### config.mk
export PLATFORM = sky130hd
export DESIGN_NAME = serial_cond_subtractor
export DESIGN_NICKNAME = d
export VERILOG_FILES = /design/src/rtl/serial_cond_subtractor_pkg.sv /design/src/rtl/serial_borrow_sub.sv /design/src/rtl/serial_cond_subtractor_chk.sv /design/src/rtl/serial_cond_subtractor.sv
export SDC_FILE = /design/constraint.sdc
export NUM_CORES = 1
export LEC_CHECK = 0
export CORE_MARGIN = 5
export CORE_UTILIZATION = 60
export DETAILED_ROUTE_END_ITERATION = 7
export PLACE_DENSITY = 0.77
export SYNTH_ARGS = -nofsm -noshare
export SYNTH_HDL_FRONTEND = slang
export SYNTH_SLANG_ARGS = --single-unit
### constraint.sdc
create_clock -name clk -period 11.71 [get_ports clk]
set_input_delay 2.9275 -clock clk [delete_from_list [all_inputs] [get_ports clk]]
set_output_delay 2.9275 -clock clk [all_outputs]
set_load 0.03 [all_outputs]
### src/rtl/serial_cond_subtractor_pkg.sv
// Shared types and constants for the serial conditional subtractor and its borrow-chain slice.
// Digit streams are LSB first; widths default to the fp_sub_and_add datapath.
package serial_cond_subtractor_pkg;

    localparam int DEF_RADIX  = 32;
    localparam int DEF_DIGITS = 14;

    typedef logic [DEF_RADIX-1:0] digit_t;

    typedef enum logic [1:0] {
        ST_IDLE     = 2'd0,
        ST_LOAD     = 2'd1,
        ST_WAIT_CMP = 2'd2,
        ST_OUT      = 2'd3
    } state_t;

    // Index width that still works for a single-digit operand.
    function automatic int idx_width(input int digits);
        return (digits > 1) ? $clog2(digits) : 1;
    endfunction

endpackage

### src/rtl/serial_borrow_sub.sv
// One digit of a serial subtractor: combinational RADIX+1-bit difference with a registered borrow.
// clr forces a zero borrow-in, so a digit presented together with clr starts a fresh chain.
module serial_borrow_sub #(
    parameter int RADIX = 32
) (
    input  logic             clk,
    input  logic             rst,
    input  logic             clr,
    input  logic             en,
    input  logic [RADIX-1:0] a,
    input  logic [RADIX-1:0] b,
    output logic [RADIX-1:0] diff,
    output logic             borrow
);

    logic             borrow_r;
    logic             borrow_in_s;
    logic [RADIX:0]   full_s;

    // Difference of the current digit pair including the incoming borrow.
    always_comb begin
        borrow_in_s = clr ? 1'b0 : borrow_r;
        full_s      = {1'b0, a} - {1'b0, b} - {{RADIX{1'b0}}, borrow_in_s};
    end

    // Borrow register: advances on each accepted digit, cleared when a new chain opens.
    always_ff @(posedge clk) begin
        if (rst) begin
            borrow_r <= 1'b0;
        end else if (en) begin
            borrow_r <= full_s[RADIX];
        end else if (clr) begin
            borrow_r <= 1'b0;
        end else begin
            borrow_r <= borrow_r;
        end
    end

    assign diff   = full_s[RADIX-1:0];
    assign borrow = borrow_r;

endmodule

### src/rtl/serial_cond_subtractor_chk.sv
// Checker: A>B can never leave a borrow out of the top digit of A-B.
module serial_cond_subtractor_chk (
    input logic clk,
    input logic rst,
    input logic check_en,
    input logic subtracted,
    input logic final_borrow
);

    // Once the subtract decision is in force, the stored chain must have ended borrow-free.
    always @(posedge clk) begin
        if (!rst && check_en && subtracted) begin
            assert (!final_borrow);
        end
    end

endmodule

### src/rtl/serial_cond_subtractor.sv
// Buffers A and A-B from an LSB-first digit stream, then streams out A-B when the
// comparator reports A>B, otherwise A, one digit per handshake.
module serial_cond_subtractor
    import serial_cond_subtractor_pkg::*;
#(
    parameter int RADIX  = DEF_RADIX,
    parameter int DIGITS = DEF_DIGITS
) (
    input  logic             clk,
    input  logic             rst,
    input  logic             start,
    input  logic             digit_valid,
    input  logic [RADIX-1:0] digit_a,
    input  logic [RADIX-1:0] digit_b,
    input  logic             cmp_done,
    input  logic             cmp_a_bigger,
    input  logic             res_ready,
    output logic             res_valid,
    output logic [RADIX-1:0] res_digit,
    output logic             res_last,
    output logic             subtracted,
    output logic             busy,
    output logic             done
);

    localparam int             IDX_W    = idx_width(DIGITS);
    localparam logic [IDX_W-1:0] LAST_IDX = IDX_W'(DIGITS - 1);
    localparam logic [IDX_W-1:0] ONE_IDX  = IDX_W'(1);

    state_t             state_r, state_s;
    logic [IDX_W-1:0]   wr_cnt_r, rd_cnt_r;
    logic [IDX_W-1:0]   wr_idx_s, rd_nxt_s;
    logic               dec_pending_r, subtracted_r;
    logic               res_valid_r, res_last_r, busy_r, done_r;
    logic [RADIX-1:0]   res_digit_r;
    logic [RADIX-1:0]   abuf_r [DIGITS];
    logic [RADIX-1:0]   dbuf_r [DIGITS];
    logic               open_s, load_fire_s, cmp_take_s, finish_s;
    logic [RADIX-1:0]   diff_s, sel_digit_s;
    logic               final_borrow_s;

    serial_borrow_sub #(.RADIX(RADIX)) u_sub (
        .clk    (clk),
        .rst    (rst),
        .clr    (open_s),
        .en     (load_fire_s),
        .a      (digit_a),
        .b      (digit_b),
        .diff   (diff_s),
        .borrow (final_borrow_s)
    );

    serial_cond_subtractor_chk u_chk (
        .clk          (clk),
        .rst          (rst),
        .check_en     (state_r == ST_OUT),
        .subtracted   (subtracted_r),
        .final_borrow (final_borrow_s)
    );

    // State register.
    always_ff @(posedge clk) begin
        if (rst) begin
            state_r <= ST_IDLE;
        end else begin
            state_r <= state_s;
        end
    end

    // Next-state and per-cycle strobes; a digit arriving with start is digit 0.
    always_comb begin
        state_s     = state_r;
        open_s      = 1'b0;
        load_fire_s = 1'b0;
        wr_idx_s    = wr_cnt_r;
        rd_nxt_s    = rd_cnt_r;
        finish_s    = 1'b0;
        cmp_take_s  = 1'b0;
        case (state_r)
            ST_IDLE: begin
                if (start) begin
                    open_s      = 1'b1;
                    wr_idx_s    = '0;
                    load_fire_s = digit_valid;
                    state_s     = (digit_valid && (LAST_IDX == '0)) ? ST_WAIT_CMP : ST_LOAD;
                end else begin
                    state_s = ST_IDLE;
                end
            end
            ST_LOAD: begin
                load_fire_s = digit_valid;
                cmp_take_s  = cmp_done;
                if (digit_valid && (wr_cnt_r == LAST_IDX)) begin
                    state_s = ST_WAIT_CMP;
                end else begin
                    state_s = ST_LOAD;
                end
            end
            ST_WAIT_CMP: begin
                cmp_take_s = cmp_done;
                if (dec_pending_r) begin
                    state_s = ST_OUT;
                end else begin
                    state_s = ST_WAIT_CMP;
                end
            end
            ST_OUT: begin
                if (res_valid_r && res_ready) begin
                    if (rd_cnt_r == LAST_IDX) begin
                        finish_s = 1'b1;
                        state_s  = ST_IDLE;
                    end else begin
                        rd_nxt_s = rd_cnt_r + ONE_IDX;
                    end
                end else begin
                    rd_nxt_s = rd_cnt_r;
                end
            end
            default: begin
                state_s = ST_IDLE;
            end
        endcase
        sel_digit_s = subtracted_r ? dbuf_r[rd_nxt_s] : abuf_r[rd_nxt_s];
    end

    // Operand and difference buffers; contents are don't-care until written.
    always_ff @(posedge clk) begin
        if (load_fire_s) begin
            abuf_r[wr_idx_s] <= digit_a;
            dbuf_r[wr_idx_s] <= diff_s;
        end
    end

    // Counters, decision capture and the registered output stage.
    always_ff @(posedge clk) begin
        if (rst) begin
            wr_cnt_r      <= '0;
            rd_cnt_r      <= '0;
            dec_pending_r <= 1'b0;
            subtracted_r  <= 1'b0;
            res_valid_r   <= 1'b0;
            res_digit_r   <= '0;
            res_last_r    <= 1'b0;
            busy_r        <= 1'b0;
            done_r        <= 1'b0;
        end else begin
            if (load_fire_s) begin
                wr_cnt_r <= wr_idx_s + ONE_IDX;
            end else if (open_s) begin
                wr_cnt_r <= '0;
            end else begin
                wr_cnt_r <= wr_cnt_r;
            end
            if (open_s) begin
                dec_pending_r <= 1'b0;
                subtracted_r  <= 1'b0;
            end else if (cmp_take_s) begin
                dec_pending_r <= 1'b1;
                subtracted_r  <= cmp_a_bigger;
            end else begin
                dec_pending_r <= dec_pending_r;
                subtracted_r  <= subtracted_r;
            end
            if (state_r == ST_OUT) begin
                rd_cnt_r    <= rd_nxt_s;
                res_valid_r <= !finish_s;
                res_last_r  <= !finish_s && (rd_nxt_s == LAST_IDX);
                res_digit_r <= finish_s ? res_digit_r : sel_digit_s;
            end else begin
                rd_cnt_r    <= '0;
                res_valid_r <= 1'b0;
                res_last_r  <= 1'b0;
                res_digit_r <= res_digit_r;
            end
            busy_r <= (state_s != ST_IDLE);
            done_r <= finish_s;
        end
    end

    assign res_valid  = res_valid_r;
    assign res_digit  = res_digit_r;
    assign res_last   = res_last_r;
    assign subtracted = subtracted_r;
    assign busy       = busy_r;
    assign done       = done_r;

endmodule

Word level (Yosys, flattened, before mapping)
Memories as Yosys holds them, arrays and structs flattened.
Index checks and enable logic that the tools add are counted.
{"block": "classes", "add_sub_neg": 4, "n_reduce_logical": 11, "mux": 26, "n_bitwise": 2, "n_eq_ne": 6}
{"operator": "subtractor 32 x 32 -> 33 bit", "count": 1}
{"operator": "subtractor 33 x 1 -> 33 bit", "count": 1}
{"operator": "2-to-1 mux 32 bit", "count": 1}
{"operator": "2-to-1 mux 4 bit", "count": 7}
{"operator": "2-to-1 mux 1 bit", "count": 13}
{"operator": "== test 4 bit, second input constant", "count": 3}
{"operator": "adder 4 x 1 -> 4 bit, second input constant", "count": 2}
{"operator": "case mux 2 bit (4 select lines)", "count": 1}
{"operator": "2-to-1 mux 2 bit", "count": 3}
{"operator": "OR reduction 2 bit", "count": 3}
{"operator": "== test 2 bit, second input constant", "count": 2}
{"operator": "nonzero test 2 bit", "count": 2}
{"operator": "logical AND 1 bit", "count": 3}
{"operator": "== test 2 x 1 -> 1 bit, second input constant", "count": 1}
{"operator": "logical NOT 2 bit", "count": 1}
{"operator": "NOT 1 bit", "count": 2}
{"operator": "case mux 1 bit (2 select lines)", "count": 1}
{"operator": "AND reduction 2 bit", "count": 1}
{"operator": "logical NOT 1 bit", "count": 1}
{"block": "word_totals", "regBits": 49, "output_inout_bits": 37, "mem_bits_rw": 896, "n_memories": 2, "in_bits": 71}
{"name": "abuf_r", "words": 14, "width": 32, "read_ports": 1, "rd_ports_with_merged_regs": 0, "write_ports": 1, "line_no": "serial_cond_subtractor.sv:36", "rtl": "logic [RADIX-1:0] abuf_r [DIGITS];"}
{"name": "dbuf_r", "words": 14, "width": 32, "read_ports": 1, "rd_ports_with_merged_regs": 0, "write_ports": 1, "line_no": "serial_cond_subtractor.sv:37", "rtl": "logic [RADIX-1:0] dbuf_r [DIGITS];"}

Longest topological paths before layout
{"block": "logic_depth", "ltp_word": 6, "depth_mapped": 15, "mapped_depth_nobuf": 15}

Cells and area by module
Synthesis repeated with hierarchy kept, for this count alone.
{"block": "hier_totals", "cells_unflattened": 2906, "area_unflattened_um2": 40596.4}
{"module": "serial_cond_subtractor", "area_each_um2": 37805.0, "n_inst": 1, "cells_each": 2477, "seq_area_each_um2": 27866.7}
{"module": "serial_borrow_sub", "area_each_um2": 2791.4, "n_inst": 1, "cells_each": 429, "seq_area_each_um2": 20.0}

Worst setup path before layout
No wires, ideal clock.
{"block": "synth_timing", "path_kind": "input port to flip-flop", "startpoint": "input start", "endpoint": "memory abuf_r[7][0] (enable)", "path_buffers": 1, "required_ps": 11224, "arrival_ps": 6293, "stages": 5, "path_slack_ps": 4931, "cell_sequence": "and2_1 clkbuf_1 o21a_1 nand2_1 nor2_1"}
{"block": "synth_between", "elab_chain_cells": 4, "elab_cells_between_ends": 6}
{"element": "start: declaration", "line_no": "serial_cond_subtractor.sv:11", "rtl": "input logic start,"}
{"element": "2-to-1 mux 1 bit", "line_no": "serial_cond_subtractor.sv:81", "rtl": "if (start) begin"}
{"element": "case mux 1 bit (2 select lines)", "line_no": "serial_cond_subtractor.sv:79", "rtl": "case (state_r)"}
{"element": "2-to-1 mux 1 bit", "line_no": "serial_cond_subtractor.sv:128", "rtl": "if (load_fire_s) begin"}
{"element": "2-to-1 mux 1 bit (implied by the code)", "line_no": "serial_cond_subtractor.sv:129", "rtl": "abuf_r[wr_idx_s] <= digit_a;"}
{"element": "end: declaration", "line_no": "serial_cond_subtractor.sv:36"}
Parallel ways exist; a longest one is shown, timed or not.

Final worst setup path
{"block": "layout_timing", "startpoint": "input digit_a[16]", "endpoint": "register u_sub.borrow_r, in the netlist u_sub.borrow"}
{"block": "layout_between", "elab_chain_cells": 3}
{"element": "start: declaration", "line_no": "serial_cond_subtractor.sv:13", "rtl": "input logic [RADIX-1:0] digit_a,"}
{"element": "subtractor 32 x 32 -> 33 bit", "line_no": "serial_borrow_sub.sv:23", "rtl": "full_s = {1'b0, a} - {1'b0, b} - {{RADIX{1'b0}}, borrow_in_s};"}
{"element": "subtractor 33 x 1 -> 33 bit", "line_no": "serial_borrow_sub.sv:23"}
{"element": "2-to-1 mux 1 bit", "line_no": "serial_borrow_sub.sv:30", "rtl": "end else if (en) begin"}
{"element": "end signal: assignment", "line_no": "serial_borrow_sub.sv:31", "rtl": "borrow_r <= full_s[RADIX];"}
{"element": "end signal: assignment", "line_no": "serial_borrow_sub.sv:35", "rtl": "borrow_r <= borrow_r;"}
{"element": "end: declaration", "line_no": "serial_borrow_sub.sv:16", "rtl": "logic borrow_r;"}
No other way between the ends.
A chain may end at the register's enable or synchronous reset.

==> results.tsv <==
metric	value	unit
hold_ws	524.4	ps
slew_headroom	0.06099	
synth_compound_area_frac	0.1008	
syn_avg_cell_area	14.20	µm²
die_h	263.7	µm
r2r_cells	15	
yosys.area.top_type	edfxtp_1	
async_reset_ff_frac	0	
cts_resized	0	
critPathRequiredTime	12230	ps
wirelength	106700	µm
power.density	169.3	nW/µm²
clock_latency	640	ps
setup_viol	0	
hp-start	dec_pending_r	
rows	93	
critPathMaxFanout	15	
timing.final.crit_period	7236	ps
cts_sinks	945	
met2_usage	0.4675	
synth_area_leaders	edfxtp_1 (70%), nand2_1 (4.5%), mux2i_1 (3.3%)	
r2r-start	state_r[0]	
io_buffers	107	
hold-path-endpoint	dec_pending_r	
htreeDepth	3	
clock.fmax	138.2	MHz
cp.arrival	7760	ps
tns	0	ps
cts_hold_buffers	0	
ant_nets	0	
grt_use_met3	0.06473	
grt_usage	0.3004	
post_drt_wl_per_cell	28.51	µm
grt_pass1_wl	156200	µm
skew	23.38	ps
cts_tree	yes	
drive_gt1_frac	0.08836	
r2r-end	u_sub.borrow	
vias	25000	
cts_buffers	91	
dr.pass1.iters	6	
cts.path.max_buffers	3	
fin_nets	2957	
yosysSeqAreaShare	0.7223	
grt_util_met1	0.4115	
hold_viol_final	0	
status	finished clean	
synth_cells	2719	
grt.busiest_layer	met2	
worst_pin_slew	1397	ps
drcViolationCount	0	
clkTransAtPathRegs	70	ps
placed_area	40620	µm²
die_area	69520	µm²
synth_area	38610	µm²
hold_path_class	flip-flop to flip-flop	
synth_top_family_by_area	compound AO/OA/AOI/OAI gates	
hold_path_depth	2	
total_power	7.405	mW
synth-simple-area-share	0.06238	
first_iter_violations	3509	
fp.dieW	263.7	µm
min_period_over_period	0.6179	
syn-num-nets	2865	
grt_overflow	0	
via_per_inst	6.678	
grt_max_degree	152	
yosys_warnings	0	
synth_xor_area_frac	0.008393	
synth.distinct_cells	61	
endpoint_kind	flip-flop	
leakagePower	14.97	nW
rsz0062_at_grt	false	
num_io_pins	108	
clock-root-buffer	clkbuf_16	
final_area	43750	µm²
drv_cap	0	
synthDominantCellAreaShare	0.6968	
antenna_found_initial	5	
grt_pass1_vias	24660	
max-vdd-ir-drop	134.1	µV
synthAdderAreaFrac	0.02469	
syn2layout_area_growth	13.32	%
muxShareOfSynthArea	0.05370	
gp_congestion	0.9804	
slew_violations	0	
core-area	64120	µm²
synth.ff_latch_count	945	
critPathKind	input port to flip-flop	
cp-start-kind	input port	
fill_cells	4095	
synth-main-ff-cell	edfxtp_1	
hpwl	59030	µm
synth-edff-count	896	
start_util	0.6022	
r2r_slack	6800	ps
cts_post_setup_buffers_inserted	0	
## layout by cell type (no fill, tap or decap), types with 17 or more instances in the layout
master and instances:
clkinv_2 17, mux2i_1 128, buf_4 46, ha_1 73, nand3_1 43, edfxtp_1 896
a21oi_1 72, o21ai_1 36, inv_1 103, a31oi_1 187, nor2_1 30, clkdlybuf4s50_1 107
nor2_4 17, dfxtp_1 48, clkbuf_16 95, mux4_2 33, nand2_1 457, a32oi_1 32
o21ai_0 224, o221ai_1 31, xnor2_1 20
## power by group
| group | total (mW) | leakage (nW) | internal (mW) | switching (mW) |
|---|---|---|---|---|
| Combinational | 0.472 | 4.96 | 0.129 | 0.343 |
| Clock | 3.04 | 1.53 | 1.82 | 1.22 |
| Sequential | 3.89 | 8.47 | 3.88 | 0.00813 |
## cell type report
class	count	area, µm²	share of cell area
sequential	945	27890	0.6374
multi-input combinational	1515	9839	0.2249
clock buffer	119	2557	0.05845
timing repair buffer	154	1436	0.03283
tap	855	1070	0.02445
clock inverter	49	568.0	0.01298
inverter	104	390.4	0.008922
antenna	2	5.005	0.0001144
## per-layer routing
metal,part of all wire,up-vias
met2,0.46,1799
met5,0.00039,-
met4,0.058,4
met3,0.12,331
met1,0.36,12350
li1,-,10510
## logic make-up (layout without fill, tap and decap cells)
kind of cell             after synthesis  count (layout)
AO/OA/AOI/OAI                        645             645
XOR/XNOR                              34              34
adder cells (fa/ha/maj)               75              75
buffers and inverters                259             426
flip-flops                           945             945
multiplexers                         164             164
other                                  0               2
AND/OR/NAND/NOR                      597             597
## worst max-delay path by stage
stage / from / end / slack (ps)
after floorplan: start / abuf_r[7][0] / 4930
after global placement: digit_a[16] / dbuf_r[13][30] / 4330
after detailed placement: digit_a[16] / dbuf_r[10][30] / 4220
after CTS: digit_a[16] / dbuf_r[9][30] / 4830
after global routing: digit_a[17] / dbuf_r[9][30] / 4340
final: digit_a[16] / u_sub.borrow / 4470
## cells in the mapped netlist (all sizes together), types with 6 or more instances
library cell,count
mux4,34
a211oi,7
clkbuf,98
o21ai,262
a31oi,188
nor3,9
xor2,13
edfxtp,896
buf,57
nand2,459
o221ai,31
xnor2,21
mux2i,128
nor2,49
a21o,14
and2,6
nand3,43
and3,6
a32oi,32
inv,104
ha,73
a21oi,72
o21a,6
nand2b,7
dfxtp,49
## critical path, stage by stage
cell and delay (ps):
clkdlybuf4s50_1 760, inv_1 170, ha_1 320, inv_1 40
ha_1 350, and3_1 230, a211oi_1 320, nor3b_1 120
a2111oi_2 730, a21oi_1 190, o31ai_1 1170, nand3_1 210
o211a_1 200
## registers in the layout, indices dropped and copies added (netlist names)
signal / count
wr_cnt_r: 4
busy: 1
state_r: 2
dbuf_r: 448
subtracted: 1
abuf_r: 448
res_digit: 32
dec_pending_r: 1
rd_cnt_r: 4
u_sub.borrow: 1
res_last: 1
res_valid: 1
done: 1
## stage by stage
stage | instances | worst slack [ps] | utilization
final | 3743 | 4474 | 0.6824
after global routing | 3741 | 4340 | 0.6824
after CTS | 3741 | 4826 | 0.6824
after detailed placement | 3573 | 4218 | 0.6336
after global placement | 3573 | 4327 | 0.6336
after floorplan | 2719 | 4931 | -
Note: power is estimated with default switching activity, not from simulation.
